$ cat config.mk
export PLATFORM = sky130hd
export DESIGN_NAME = dac_i2s_tx
export DESIGN_NICKNAME = d
export VERILOG_FILES = /design/src/rtl/audio_codec_pkg.sv /design/src/rtl/edge_sync.sv /design/src/rtl/dac_i2s_tx.sv
export SDC_FILE = /design/constraint.sdc
export NUM_CORES = 1
export LEC_CHECK = 0
export CAP_MARGIN = 20
export CORE_MARGIN = 2
export CORE_UTILIZATION = 30
export DETAILED_ROUTE_END_ITERATION = 6
export GPL_TIMING_DRIVEN = 0
export HOLD_SLACK_MARGIN = 0.12
export PLACE_DENSITY = 0.48
export SYNTH_ARGS = -nofsm -noshare
export SYNTH_HDL_FRONTEND = slang
export SYNTH_HIERARCHICAL = 1
export SYNTH_SLANG_ARGS = --single-unit
$ cat constraint.sdc
create_clock -name clk -period 2.34 [get_ports clk]
set_input_delay 0.702 -clock clk [delete_from_list [all_inputs] [get_ports clk]]
set_output_delay 0.702 -clock clk [all_outputs]
set_load 0.01 [all_outputs]
$ cat src/rtl/audio_codec_pkg.sv
// Shared types and constants for the WM8731 codec serial interfaces.
package audio_codec_pkg;

  typedef enum logic [1:0] {IDLE, DELAY, SHIFT, PAD} i2s_tx_state_t;

  localparam int SAMPLE_W       = 16;
  localparam int I2S_DATA_DELAY = 1;

endpackage

$ cat src/rtl/edge_sync.sv
// Brings an asynchronous codec clock into the clk domain and produces
// one-clk rise/fall strobes from the synchronised level.
module edge_sync #(
  parameter int STAGES = 2
) (
  input  logic clk,
  input  logic i_async,
  output logic o_rise,
  output logic o_fall
);

  logic [STAGES-1:0] r_sync;
  logic              r_prev;

  // Synchroniser chain plus one history flop; nothing here needs a reset.
  always_ff @(posedge clk) begin
    r_sync <= {r_sync[STAGES-2:0], i_async};
    r_prev <= r_sync[STAGES-1];
  end

  assign o_rise = r_sync[STAGES-1] & ~r_prev;
  assign o_fall = r_prev & ~r_sync[STAGES-1];

endmodule

$ cat src/rtl/dac_i2s_tx.sv
// I2S transmitter for the WM8731 DAC: one mono sample per frame, played on
// both slots, with the codec acting as bus master for BCLK and DACLRCK.
module dac_i2s_tx
  import audio_codec_pkg::*;
#(
  parameter int N           = SAMPLE_W,
  parameter int SYNC_STAGES = 2
) (
  input  logic                clk,
  input  logic                reset,
  input  logic                bclk,
  input  logic                daclrck,
  input  logic signed [N-1:0] sample_data,
  input  logic                sample_valid,
  output logic                sample_ready,
  output logic                dacdat,
  output logic                frame_start,
  output logic                underrun
);

  localparam int CW = $clog2(N + 1);

  logic w_bclk_rise, w_bclk_fall;
  logic w_lr_rise, w_lr_fall;

  edge_sync #(.STAGES(SYNC_STAGES)) u_bclk_sync (
    .clk    (clk),
    .i_async(bclk),
    .o_rise (w_bclk_rise),
    .o_fall (w_bclk_fall)
  );

  edge_sync #(.STAGES(SYNC_STAGES)) u_lr_sync (
    .clk    (clk),
    .i_async(daclrck),
    .o_rise (w_lr_rise),
    .o_fall (w_lr_fall)
  );

  i2s_tx_state_t       r_state;
  logic                r_hold_full;
  logic signed [N-1:0] r_hold_data;
  logic signed [N-1:0] r_frame;
  logic signed [N-1:0] r_shreg;
  logic [CW-1:0]       r_bit_cnt;
  logic                r_dacdat;
  logic                r_frame_start;
  logic                r_underrun;
  logic signed [N-1:0] w_load_word;
  logic                w_accept;

  assign sample_ready = ~r_hold_full;
  assign w_accept     = sample_valid & ~r_hold_full;
  // An empty hold at a left load plays silence rather than bypassing a same-cycle accept.
  assign w_load_word  = r_hold_full ? r_hold_data : '0;

  always_ff @(posedge clk) begin
    if (w_accept) r_hold_data <= sample_data;
    if (w_lr_fall) r_frame <= w_load_word;
  end

  always_ff @(posedge clk) begin
    if (reset) begin
      r_state       <= IDLE;
      r_hold_full   <= 1'b0;
      r_shreg       <= '0;
      r_bit_cnt     <= '0;
      r_dacdat      <= 1'b0;
      r_frame_start <= 1'b0;
      r_underrun    <= 1'b0;
    end else begin
      r_frame_start <= 1'b0;
      r_underrun    <= 1'b0;
      if (w_accept) r_hold_full <= 1'b1;

      // LR edges take priority: the coincident BCLK fall belongs to the slot change.
      if (w_lr_fall) begin
        if (r_hold_full) r_hold_full <= 1'b0;
        else             r_underrun  <= 1'b1;
        r_frame_start <= 1'b1;
        r_shreg       <= w_load_word;
        r_bit_cnt     <= CW'(N);
        r_dacdat      <= 1'b0;
        r_state       <= DELAY;
      end else if (w_lr_rise && r_state != IDLE) begin
        r_shreg   <= r_frame;
        r_bit_cnt <= CW'(N);
        r_dacdat  <= 1'b0;
        r_state   <= DELAY;
      end else if (w_bclk_fall) begin
        case (r_state)
          DELAY: begin
            r_dacdat  <= r_shreg[N-1];
            r_shreg   <= r_shreg << 1;
            r_bit_cnt <= r_bit_cnt - CW'(1);
            r_state   <= SHIFT;
          end
          SHIFT: begin
            if (r_bit_cnt != '0) begin
              r_dacdat  <= r_shreg[N-1];
              r_shreg   <= r_shreg << 1;
              r_bit_cnt <= r_bit_cnt - CW'(1);
            end else begin
              r_dacdat <= 1'b0;
              r_state  <= PAD;
            end
          end
          default: ;
        endcase
      end
    end
  end

  assign dacdat      = r_dacdat;
  assign frame_start = r_frame_start;
  assign underrun    = r_underrun;

  // w_bclk_rise is not needed: data only moves on falling BCLK.
  logic w_unused;
  assign w_unused = w_bclk_rise;

endmodule

==> reports/qor.txt, run 1 <==
layout cells sized above 1: 12.94%
pin count of the biggest net entering global routing: 18
port bufs: 24
first-pass GRT wire length: 8976 um
Worst-Margin Slew: 862.4 ps
detailed-route via count: 1,866
WL/cell: 13.88 um
Top Ports: 25
diodes inserted: 0
status: complete, no violations
DRC Markers: 0
starting DRC count in detailed routing: 58
Cell Area, Synth: 2755 um^2
arrival time worst endpoint: 1540 ps
Worst-Skew Late Latency: 350 ps
WL final: 5468 um
min cycle time layout: 2244 ps
CTS tree: built
crit end category: output port
Synth Net Count: 272
syn_area_per_cell: 11.11 um^2
core area: 8806 um^2
GP Congestion: 0.7429
TritonCTS Buffers: 9
Hold Crit Class: register to register
Setup crit start kind: register
Layout area overhead: 20.30%
Cell Rows: 34
Synth warnings: 6
Max-Cap Viols: 0
Crit Path Category: register to output port
FF-to-FF Start: r_bit_cnt[0]
Reg clk slew, reported paths: 70 ps
cell chain of the critical path: buf_4 > inv_1 > clkdlybuf4s50_1
pre-CTS WS: -153.1 ps
hold path endpoint: u_lr_sync/r_sync[1]
max incr delay on CP: 480 ps
r2r worst-path depth: 8
CP bufs+invs: 3
GRT Util Overall: 12.05%
Die X-Extent: 99.83 um
R2R Path End: r_shreg[11]
hpwl dp: 3626 um
Max-slew headroom: 42.24%
Final Hold Vio Count: 0
RSZ-0062 raised after global routing: yes
Min-Delay Startpoint: u_lr_sync/r_sync[0]
Peak supply drop: 0.3011 mV
CP Max Fanout: 10
Power Dens Cells: 706.5 nW/um^2
post-synthesis cell count: 248
initial antenna violation count: 0
die area: 9966 um^2
htree depth: 3
fmax: 445.7 MHz
Final ANT Viol Nets: 0
Max stage delay cell, worst path: clkdlybuf4s50_1
Bufs on Longest Clock Path: 2
hold_buf cts: 0
Critical Path RT: 1640 ps
final worst path period share: 95.88%
Setup TNS: 0 ps
Via-to-Cell Ratio: 4.736
Top delay family on crit path: buffers and inverters
PnR worst setup slack: 96.32 ps
final clock skew: 10.48 ps
total grt overflow: 0
hold path cells: 0
Util after Layout: 37.64%
Final Slew Violations: 0
LEAKAGE: 1.270 nW
root buffer cell: clkbuf_8
Starting Density: 31.29%
Detailed Routing Iterations Pass 1: 4
Clock Sinks: 65
endpoints failing setup: 0
R2R setup slack: 180 ps
vias in the first global route: 1,778
Die Y-Extent: 99.83 um
Nets: 305
## stage by stage
step	total power, mW	hold slack (ps)	std cells	instance area, um^2
after floorplan	1.420	309.6	248	2755
after global placement	1.503	313.5	380	3131
after detailed placement	1.506	312.1	380	3133
after CTS	2.386	328.6	395	3314
after global routing	2.450	337.0	394	3314
final	2.342	327.1	394	3314
## repair_timing
item,4_1_cts,5_1_grt
setup endpoints to repair,14,16
buffers inserted,0,0
resized for setup,6,5
## cell usage in the layout, fill, tap and decap left out, types with 3 or more instances in the layout
master and count:
nor2_1 8, ha_1 3, nand2_1 18, or3_1 3, and2_1 3, clkbuf_2 4
mux2i_1 3, edfxtp_1 32, clkdlybuf4s50_1 24, clkbuf_8 11, clkbuf_1 10, a211oi_1 3
mux2_2 6, inv_1 23, dfxtp_1 32, a2111oi_0 14, mux2_1 8, a21oi_1 6
nor2b_1 17, nor3_1 31
## layer usage
| layer | GRT usage, % | routed length (um) | vias to the layer above |
|---|---|---|---|
| met2 | 18.56 | 2568 | 30 |
| met4 | 4.953 | 96 | 0 |
| li1 | - | - | 943 |
| met3 | 4.875 | 226 | 11 |
| met5 | 0 | 0 | - |
| met1 | 15.09 | 2576 | 882 |
## sequential cells by signal, indices dropped and copies added (netlist names)
| signal | flops |
|---|---|
| r_hold_data | 16 |
| u_lr_sync/r_sync | 2 |
| dacdat | 1 |
| u_bclk_sync/r_sync | 2 |
| u_bclk_sync/r_prev | 1 |
| r_hold_full | 1 |
| r_shreg | 16 |
| underrun | 1 |
| u_lr_sync/r_prev | 1 |
| frame_start | 1 |
| r_state | 2 |
| r_frame | 16 |
| r_bit_cnt | 5 |
## report_power, final
group / internal [mW] / switching (mW)
sequential: 1.25 / 0.0211
combinational: 0.0969 / 0.106
clock: 0.439 / 0.424
## layout make-up
cell class	instances	area, um^2
Timing Repair Buffer	24	240.2
Inverter	23	86.33
Tap cell	108	135.1
Sequential cell	65	1623
Clock buffer	13	158.9
Clock inverter	3	17.52
Buffer	16	85.08
Multi-Input combinational cell	142	968.4
Fill cell	882	5492
## worst register-to-register path, stage by stage (launching register included)
cell and delay, ps:
dfxtp_1 380, inv_1 60, ha_1 240, nor4b_4 160
a21oi_2 380, nand2b_4 220, buf_6 130, buf_6 170
mux2_1 330
## worst max-delay path by stage
stage                              from  cells after the start              to  slack [ps]
floorplan                  sample_valid                      1  r_hold_data[0]         450
global placement           sample_valid                      2  r_hold_data[0]        -410
detailed placement  u_lr_sync/r_sync[1]                      6     r_shreg[14]        -150
CTS                 u_lr_sync/r_sync[1]                      6     r_shreg[14]           9
global route                 r_state[1]                      8     r_shreg[14]          -8
finish                      r_hold_full                      3    sample_ready         100
(Power assumes the default switching activity.)
==> run 2, diff against run 1 <==
--- a/config.mk
+++ b/config.mk
@@ -5,13 +5,12 @@
 export SDC_FILE = /design/constraint.sdc
 export NUM_CORES = 1
 export LEC_CHECK = 0
-export CAP_MARGIN = 20
 export CORE_MARGIN = 2
-export CORE_UTILIZATION = 30
+export CORE_UTILIZATION = 25
 export DETAILED_ROUTE_END_ITERATION = 6
 export GPL_TIMING_DRIVEN = 0
 export HOLD_SLACK_MARGIN = 0.12
-export PLACE_DENSITY = 0.48
+export PLACE_DENSITY = 0.42
 export SYNTH_ARGS = -nofsm -noshare
 export SYNTH_HDL_FRONTEND = slang
 export SYNTH_HIERARCHICAL = 1
==> run 2 against run 1 <==
  * Clock skew up 1.3 ps
  * Combinational power is essentially flat
  * Routed wire length increased by 3.6%
  * Die area increased by 19%
  * Final cell count rose by 8.1%
  * Count of clock-buffer cells in the layout shrank 3
  * Critical path type unchanged
  * Largest power group unchanged
==> reports/qor.txt, run 2 (synthesis gave the netlist of run 1 again) <==
Hold Crit Class: register to register
DP Area: 3173 um^2 (+1.3%)
final clock skew: 11.80 ps (+1.315 ps)
Setup crit start kind: register
Die X-Extent: 109.0 um (+9.2%)
first-pass GRT wire length: 9625 um (+7.2%)
hold_buf cts: 0 (unchanged)
vias in the first global route: 1,886 (+6.1%)
r2r worst-path depth: 8 (unchanged)
R2R Path End: r_shreg[15]
Post-Layout Inst Area: 3358 um^2 (+1.3%)
initial antenna violation count: 0 (unchanged)
Bufs on Longest Clock Path: 2 (unchanged)
Die Y-Extent: 109.0 um (+9.2%)
pin count of the biggest net entering global routing: 18 (unchanged)
arrival time worst endpoint: 1540 ps (about the same)
Reg clk slew, reported paths: 80 ps (about the same)
GP Congestion: 0.7146 (-3.8%)
Final Slew Violations: 0 (unchanged)
Detailed Routing Iterations Pass 1: 4 (unchanged)
CP bufs+invs: 3 (unchanged)
hpwl dp: 3813 um (+5.2%)
final worst path period share: 95.75% (-0.13 points)
Starting Density: 25.53% (-5.8 points)
LEAKAGE: 1.265 nW (-0.44%)
hold path cells: 0 (unchanged)
Top Ports: 25 (unchanged)
FF-to-FF Start: r_state[0]
min cycle time layout: 2241 ps (-3.028 ps)
Crit Path Category: register to output port
Worst-Skew Late Latency: 350 ps (about the same)
Worst-Margin Slew: 872.8 ps (+10.32 ps)
root buffer cell: clkbuf_8
starting DRC count in detailed routing: 64 (+10%)
WL final: 5663 um (+3.6%)
Final ANT Viol Nets: 0 (unchanged)
Util after Layout: 31.12% (-6.5 points)
cell chain of the critical path: clkbuf_8 > inv_1 > clkdlybuf4s50_1
TritonCTS Buffers: 9 (unchanged)
Peak supply drop: 0.2692 mV (-11%)
diodes inserted: 0 (unchanged)
layout cells sized above 1: 13.64% (+0.70 points)
Setup TNS: 0 ps (unchanged)
endpoints failing setup: 0 (unchanged)
pre-CTS WS: -155.8 ps (-2.750 ps)
Max-Cap Viols: 0 (unchanged)
detailed-route via count: 1,869 (+0.16%)
Power Total: 2.323 mW (-0.80%)
CTS tree: built
core area: 10,790 um^2 (+23%)
crit end category: output port
Top delay family on crit path: buffers and inverters
Nets: 305 (unchanged)
Clock Sinks: 65 (unchanged)
hold path endpoint: u_lr_sync/r_sync[1]
Layout area overhead: 21.89%
Min-Delay Startpoint: u_lr_sync/r_sync[0]
Final Hold Vio Count: 0 (unchanged)
Via-to-Cell Ratio: 4.387 (-7.4%)
most frequent cells in the layout: 32 x dfxtp_1, 32 x edfxtp_1, 31 x nor3_1, 24 x clkdlybuf4s50_1, 23 x inv_1
fmax: 446.3 MHz (+0.14%)
R2R setup slack: 220 ps (+40 ps)
Cell Rows: 38 (+12%)
Largest regs: r_frame: 16 flops, r_hold_data: 16 flops, r_shreg: 16 flops
port bufs: 24 (unchanged)
WL/cell: 13.29 um (-4.2%)
Max-slew headroom: 41.55% (-0.69 points)
CP Max Fanout: 10 (unchanged)
RSZ-0062 raised after global routing: no
die area: 11,880 um^2 (+19%)
Critical Path RT: 1640 ps (about the same)
total grt overflow: 0 (unchanged)
DRC Markers: 0 (unchanged)
GRT Util Overall: 10.99% (-1.1 points)
max incr delay on CP: 530 ps (+50 ps)
htree depth: 3 (unchanged)
Max stage delay cell, worst path: clkdlybuf4s50_1
Power Dens Cells: 691.7 nW/um^2 (-2.1%)
Crit. path cell count: 3 (unchanged)
PnR worst setup slack: 99.35 ps (+3.028 ps)
status: complete, no violations
-- run 2: worst max-delay path by stage --
stage / from / endpoint / slack [ps]
2_1_floorplan: sample_valid / r_hold_data[0] / 450
3_3_place_gp: sample_valid / r_hold_data[0] / -440
3_5_place_dp: r_hold_full / sample_ready / -160
4_1_cts: u_lr_sync/r_sync[1] / r_shreg[3] / 60
5_1_grt: r_hold_full / sample_ready / 7
6_report: r_hold_full / sample_ready / 100
-- run 2: report_power, final --
part           internal [mW]  switching, mW  leakage (nW)
clock network          0.385          0.458        0.0785
logic                 0.0981          0.106         0.611
registers               1.25         0.0213         0.576
total                   1.74          0.585          1.26
-- run 2: final cells by class --
class	instances	area (um^2)
timing repair buffer	24	240.2
multi-input combinational	142	968.4
inverter	23	86.33
buffer	16	92.59
fill	1137	7435
tap	140	175.2
clock buffer	10	127.6
clock inverter	6	45.04
sequential	65	1623
-- run 2: per-layer routing --
metal / global-route usage, % / up-vias / wire (um)
li1: - / 935 / -
met1: 13.97 / 893 / 2707
met2: 16.95 / 33 / 2641
met3: 3.586 / 8 / 220
met4: 4.945 / 0 / 93
met5: 0 / - / 0
-- run 2: through the flow --
stage / instances / hold slack (ps)
finish: 426 / 330.6
global route: 426 / 344.7
CTS: 427 / 336.7
detailed placement: 412 / 318.6
global placement: 412 / 315.1
floorplan: 248 / 309.6
-- run 2: timing repair --
item | in CTS | in global routing
gates cloned | 0 | 0
buffers inserted | 0 | 0
setup endpoints to repair | 14 | 14
resized for setup | 7 | 6
-- run 2: worst register-to-register path, delay by kind of cell, from the launching register on --
family	cells	cell delay (ps)
muxes	1	330
AOI/OAI and AO/OA	1	330
buffers and inverters	3	380
DFF	1	360
and+or+nand+nor	2	300
adders and majority gates	1	310
